## src/rtl/snes_pkg.sv

```systemverilog
`default_nettype none
// ============================================================================
//  Module   : snes_pkg
//  Purpose  : Shared definitions for the SNES/NES pad protocol blocks
//             (snes_controller and snes_controller_responder): responder
//             state encoding, button bit positions and frame lengths.
//  Revision : 1.0  initial release
// ============================================================================
package snes_pkg;

    // Responder frame states
    typedef enum logic [1:0] {
        ST_IDLE  = 2'd0,
        ST_LOAD  = 2'd1,
        ST_SHIFT = 2'd2,
        ST_DONE  = 2'd3
    } state_t;

    // Button positions within the parallel word (bits 12-15 carry the pad ID)
    localparam int BTN_B      = 0;
    localparam int BTN_Y      = 1;
    localparam int BTN_SELECT = 2;
    localparam int BTN_START  = 3;
    localparam int BTN_UP     = 4;
    localparam int BTN_DOWN   = 5;
    localparam int BTN_LEFT   = 6;
    localparam int BTN_RIGHT  = 7;
    localparam int BTN_A      = 8;
    localparam int BTN_X      = 9;
    localparam int BTN_L      = 10;
    localparam int BTN_R      = 11;

    // Frame lengths
    localparam int SNES_BITS = 16;
    localparam int NES_BITS  = 8;

endpackage
`default_nettype wire

```

## src/rtl/sync_edge.sv

```systemverilog
`default_nettype none
// ============================================================================
//  Module   : sync_edge
//  Purpose  : Two-flop synchronizer for an asynchronous input followed by a
//             registered previous-value stage used for rise/fall detection.
//             Pin change to asserted rise_o/fall_o is two clk_i edges, so a
//             register acting on them updates on the third edge.
//  Ports    : clk_i   - system clock
//             rst_i   - asynchronous active-high reset (all stages clear to 0)
//             async_i - asynchronous input pin
//             level_o - synchronized level
//             rise_o  - one-cycle strobe on a synchronized rising edge
//             fall_o  - one-cycle strobe on a synchronized falling edge
//  Revision : 1.0  initial release
// ============================================================================
module sync_edge (
    input  logic clk_i,
    input  logic rst_i,
    input  logic async_i,
    output logic level_o,
    output logic rise_o,
    output logic fall_o
);

    logic meta_q;
    logic sync_q;
    logic prev_q;

    always_ff @(posedge clk_i or posedge rst_i) begin
        if (rst_i) begin
            meta_q <= 1'b0;
            sync_q <= 1'b0;
            prev_q <= 1'b0;
        end else begin
            meta_q <= async_i;
            sync_q <= meta_q;
            prev_q <= sync_q;
        end
    end

    assign level_o = sync_q;
    assign rise_o  =  sync_q & ~prev_q;
    assign fall_o  = ~sync_q &  prev_q;

endmodule
`default_nettype wire

```

## src/rtl/snes_controller_responder.sv

```systemverilog
`default_nettype none
// ============================================================================
//  Module   : snes_controller_responder
//  Purpose  : Pad-side end of the SNES/NES serial protocol. Captures BUTTONS
//             (1 = pressed) while LATCH is high and shifts them out on DATA
//             active-low, LSB first, one bit per PULSE rising edge.
//  Ports    : CLOCK      - system clock (rising edge)
//             RESET      - asynchronous active-high reset
//             LATCH      - asynchronous latch from host
//             PULSE      - asynchronous shift clock from host
//             BUTTONS    - parallel button word, NUM_BITS wide
//             DATA       - registered serial data, 0 = pressed
//             BUSY       - high while in LOAD or SHIFT
//             FRAME_DONE - one-cycle strobe when the last bit has shifted
//  Options  : `define SNES_RESPONDER_WATCHDOG_EN to abandon a frame after
//             TIMEOUT_CYCLES clocks in SHIFT without any PULSE edge.
//  Revision : 1.0  initial release
// ============================================================================
module snes_controller_responder
    import snes_pkg::*;
#(
    parameter int NUM_BITS       = 16,
    parameter bit FILL_BIT       = 1'b0,
    parameter int TIMEOUT_CYCLES = 50000
) (
    input  logic                CLOCK,
    input  logic                RESET,
    input  logic                LATCH,
    input  logic                PULSE,
    input  logic [NUM_BITS-1:0] BUTTONS,
    output logic                DATA,
    output logic                BUSY,
    output logic                FRAME_DONE
);

    localparam int                  c_CNT_W    = $clog2(NUM_BITS + 1);
    localparam logic [c_CNT_W-1:0]  c_CNT_LAST = c_CNT_W'(NUM_BITS - 1);

    logic w_latch_level, w_latch_rise, w_latch_fall;
    logic w_pulse_level, w_pulse_rise, w_pulse_fall;

    sync_edge u_sync_latch (
        .clk_i   (CLOCK),
        .rst_i   (RESET),
        .async_i (LATCH),
        .level_o (w_latch_level),
        .rise_o  (w_latch_rise),
        .fall_o  (w_latch_fall)
    );

    sync_edge u_sync_pulse (
        .clk_i   (CLOCK),
        .rst_i   (RESET),
        .async_i (PULSE),
        .level_o (w_pulse_level),
        .rise_o  (w_pulse_rise),
        .fall_o  (w_pulse_fall)
    );

    state_t                 state_q;
    logic [NUM_BITS-1:0]    sr_q;
    logic [c_CNT_W-1:0]     cnt_q;
    logic                   busy_q;
    logic                   done_q;

`ifdef SNES_RESPONDER_WATCHDOG_EN
    localparam int                 c_WD_W     = $clog2(TIMEOUT_CYCLES + 1);
    localparam logic [c_WD_W-1:0]  c_WD_LIMIT = c_WD_W'(TIMEOUT_CYCLES);
    logic [c_WD_W-1:0]      wd_q;
`endif

    always_ff @(posedge CLOCK or posedge RESET) begin
        if (RESET) begin
            state_q <= ST_IDLE;
            sr_q    <= '1;
            cnt_q   <= '0;
            busy_q  <= 1'b0;
            done_q  <= 1'b0;
`ifdef SNES_RESPONDER_WATCHDOG_EN
            wd_q    <= '0;
`endif
        end else begin
            done_q <= 1'b0;
            // A new latch always restarts the frame; it also beats a
            // coincident PULSE edge, so no shift happens in that cycle.
            if (w_latch_rise) begin
                state_q <= ST_LOAD;
                sr_q    <= ~BUTTONS;
                cnt_q   <= '0;
                busy_q  <= 1'b1;
            end else begin
                case (state_q)
                    ST_IDLE: begin
                        if (w_latch_level) begin
                            state_q <= ST_LOAD;
                            sr_q    <= ~BUTTONS;
                            cnt_q   <= '0;
                            busy_q  <= 1'b1;
                        end
                    end
                    ST_LOAD: begin
                        // Transparent load, like the 4021 in a real pad
                        sr_q  <= ~BUTTONS;
                        cnt_q <= '0;
                        if (w_latch_fall) begin
                            state_q <= ST_SHIFT;
`ifdef SNES_RESPONDER_WATCHDOG_EN
                            wd_q    <= '0;
`endif
                        end
                    end
                    ST_SHIFT: begin
                        if (w_pulse_rise) begin
                            sr_q  <= {FILL_BIT, sr_q[NUM_BITS-1:1]};
                            cnt_q <= cnt_q + 1'b1;
                            if (cnt_q == c_CNT_LAST) begin
                                state_q <= ST_DONE;
                                busy_q  <= 1'b0;
                                done_q  <= 1'b1;
                            end
                        end
`ifdef SNES_RESPONDER_WATCHDOG_EN
                        if (w_pulse_rise || w_pulse_fall) begin
                            wd_q <= '0;
                        end else if (wd_q == c_WD_LIMIT) begin
                            state_q <= ST_IDLE;
                            sr_q    <= '1;
                            busy_q  <= 1'b0;
                        end else begin
                            wd_q <= wd_q + 1'b1;
                        end
`endif
                    end
                    ST_DONE: begin
                        // bit count stays saturated; only fill bits move
                        if (w_pulse_rise) begin
                            sr_q <= {FILL_BIT, sr_q[NUM_BITS-1:1]};
                        end
                    end
                    default: begin
                        state_q <= ST_IDLE;
                        busy_q  <= 1'b0;
                    end
                endcase
            end
        end
    end

    assign DATA       = sr_q[0];
    assign BUSY       = busy_q;
    assign FRAME_DONE = done_q;

endmodule
`default_nettype wire

```

## config.mk

```make
export PLATFORM = sky130hd
export DESIGN_NAME = snes_controller_responder
export DESIGN_NICKNAME = d
export VERILOG_FILES = /design/src/rtl/snes_pkg.sv /design/src/rtl/sync_edge.sv /design/src/rtl/snes_controller_responder.sv
export SDC_FILE = /design/constraint.sdc
export NUM_CORES = 1
export LEC_CHECK = 0
export BUFFER_PORTS_ARGS = -buffer_cell sky130_fd_sc_hd__buf_2
export CAP_MARGIN = 15
export CORE_MARGIN = 4
export CORE_UTILIZATION = 45
export CTS_BUF_LIST = sky130_fd_sc_hd__clkbuf_4 sky130_fd_sc_hd__clkbuf_8 sky130_fd_sc_hd__clkbuf_16
export DETAILED_ROUTE_END_ITERATION = 12
export PLACE_DENSITY = 0.77
export RECOVER_POWER = 50
export SLEW_MARGIN = 20
export SYNTH_ARGS = -nofsm -noshare
export SYNTH_HDL_FRONTEND = slang
export SYNTH_SLANG_ARGS = --single-unit
```

## constraint.sdc

```tcl
create_clock -name CLOCK -period 3.8 [get_ports CLOCK]
set_input_delay 0.57 -clock CLOCK [delete_from_list [all_inputs] [get_ports CLOCK]]
set_output_delay 0.57 -clock CLOCK [all_outputs]
set_load 0.05 [all_outputs]
```

==> reports/metrics.yaml <==
status: "finished, final reports clean"
post-dp-hpwl_um: 2180
clk_path_buf_depth: 2
gp_congestion: 0.881
cts-root-buf: "clkbuf_4"
synth.area.top_cells: "dfstp_2 27%, dfrtp_1 24%, o21ai_1 9.8%"
syn_to_final_growth_pct: 12.5
cts.reportedPaths.clkPinSlew_ns: 0.09
avgSynthCellArea_um2: 9.73
p_int_uw: 775
syn_nets: 184
power_density_nw_per_um2: 726
track_usage_pct: 15.3
dieWidth_um: 66.5
ant_nets: 0
grt_pass1_vias: 1148
synth.top_cell.area_share_pct: 27.3
path_max_fanout: 31
synth.distinct_cells: 33
layout-drive-gt1-share_pct: 29.3
drt-total-wl_um: 3070
wl_per_cell_um: 13.6
setup_viol: 0
insertion_delay_ns: 0.34
grt_overflow: 0
power_switching_share_pct: 38.3
synth-main-ff-cell: "dfstp_2"
p_seq_share_pct: 44.7
num_rows: 20
critPathKind: "reg -> reg"
core_um2: 3150
dieHeight_um: 66.5
multiInputGateArea_um2: 664
power_frac_clock_pct: 16.4
grt_max_degree: 32
grt_pass1_wl_um: 5100
hold_viol: 0
slew_viol_final: 0
first_iter_violations: 92
yosysMostFrequentCell: "o21ai_1"
postSynth.asyncResetShare_pct: 100
cts_setup_buffers: 0
synth_top_area_cell: "dfstp_2"
post-route-period-util_pct: 54.8
start_util_pct: 48.8
ios: 23
dp.cells: 217
worstSetupEndpointType: "register"
numPortBuffers: 22
min-delay-path-class: "in -> reg"
cts_max_level: 2
seq_area_frac_synth_pct: 51.7
required_ns: 4.08
combinationalPowerShare_pct: 38.9
worstPathArrival_ns: 2.36
synth-edff-count: 0
max-slew-margin-rel_pct: 25.9
cts_buffers: 5
register_area_um2: 796
fmax_mhz: 480
nets: 206
period_minus_slack_ns: 2.08
num_vias: 1201
cts_resized: 0
leakagePower_uw: 0.000719
antenna_found_initial: 0
fillers: 302
hold_depth: 1
maxCapViolCount: 0
syn_inst: 158
drtPass1Iterations: 4
critPathLaunchType: "register"
holdBufCountCts: 0
final_cells: 225
r2r_cells: 6
tns_ns: 0
die_area_um2: 4420
tritoncts: "built"
p_sw_uw: 481
ys_ff_latch: 31
drcViolationCount: 0
yosys_warnings: 0
peakVddDrop_mv: 0.309
post-route-util_pct: 54.9
p_total_uw: 1260
viasPerCell: 5.34
worst_pin_slew_ns: 1.11
numClockSinks: 31
fin_skew_ns: 0.0115
synth_area_um2: 1540
synth_commonest_cells: "30 x o21ai_1, 22 x o21ai_0, 19 x nand2_1"
rsz0062_at_grt: "no"
fin_hold_ws_ns: 0.343
antenna_cells: 0
## area by class of cell
class | instances | share of cell area [%]
sequential | 31 | 46.0
tap | 44 | 3.18
clock inverter | 1 | 0.289
clock buffer | 7 | 3.40
inverter | 9 | 1.95
multi-input combinational | 110 | 38.4
timing repair buffer | 23 | 6.80
## power by group through the flow
stage | combinational (uW) | clock [uW] | sequential (uW)
global placement | 461 | 0 | 561
CTS | 489 | 213 | 561
finish | 489 | 206 | 561
global route | 552 | 233 | 574
floorplan | 380 | 0 | 569
detailed placement | 487 | 0 | 567
## cells by family (layout without fill, tap and decap cells)
kind of cell | after synthesis | after routing | share of synthesized area (%)
buffers and inverters | 17 | 40 | 5.04
AND/OR/NAND/NOR | 35 | 35 | 12.7
flip-flops | 31 | 31 | 51.7
adder cells (fa/ha/maj) | 6 | 6 | 4.88
multiplexers | 1 | 1 | 0.651
AO/OA/AOI/OAI | 68 | 68 | 25.0
## placed cells by master (no fill, tap or decap), types with 2 or more instances in the layout
master / instances
o21ai_1: 30
o21ai_0: 22
buf_2: 22
nand2_1: 19
dfstp_2: 16
dfrtp_1: 15
inv_1: 8
ha_1: 6
clkbuf_4: 6
a21oi_1: 4
nor2b_1: 3
nand2b_1: 3
nor2_1: 2
a211oi_1: 2
o2bb2a_1: 2
a31oi_1: 2
## critical path, cell delays in order (launching register included)
cell and delay [ns]:
dfrtp_1 0.40, inv_1 0.08, ha_1 0.33, nor2_2 0.56, o32ai_2 0.17, buf_4 0.25, a22o_1 0.25
## routing by layer
| layer | vias up | wire (um) | GRT usage [%] | part of all wire [%] |
|---|---|---|---|---|
| li1 | 601 | - | - | - |
| met1 | 561 | 1330 | 19.4 | 43 |
| met2 | 32 | 1520 | 23.9 | 49 |
| met3 | 7 | 176 | 5.23 | 5.7 |
| met4 | 0 | 40 | 6.09 | 1.3 |
| met5 | - | 0 | 0 | 0 |
## through the flow
step / cell area [um2] / setup slack [ns]
6_report: 1730 / 1.72
5_1_grt: 1730 / 1.54
4_1_cts: 1730 / 1.73
3_5_place_dp: 1670 / 1.73
3_3_place_gp: 1670 / 1.83
2_1_floorplan: 1540 / 2.05
## state kept, by name, indices dropped and copies added (netlist names)
| register | count |
|---|---|
| u_sync_pulse.meta_q | 1 |
| cnt_q | 5 |
| u_sync_latch.level_o | 1 |
| state_q | 2 |
| u_sync_latch.meta_q | 1 |
| u_sync_pulse.level_o | 1 |
| FRAME_DONE | 1 |
| u_sync_latch.prev_q | 1 |
| BUSY | 1 |
| sr_q | 16 |
| u_sync_pulse.prev_q | 1 |
## worst paths after layout
| check | from | to | slack [ns] |
|---|---|---|---|
| min | PULSE | u_sync_pulse.meta_q | 0.34 |
| max in group asynchronous | RESET | cnt_q[4] | 2.63 |
| min reg2reg | u_sync_latch.meta_q | u_sync_latch.level_o | 0.35 |
| min in group asynchronous | RESET | cnt_q[3] | 0.50 |
| max | state_q[0] | sr_q[15] | 1.72 |
| max reg2reg | state_q[0] | sr_q[15] | 1.72 |
No activity file was read; power rests on OpenSTA's default activity.
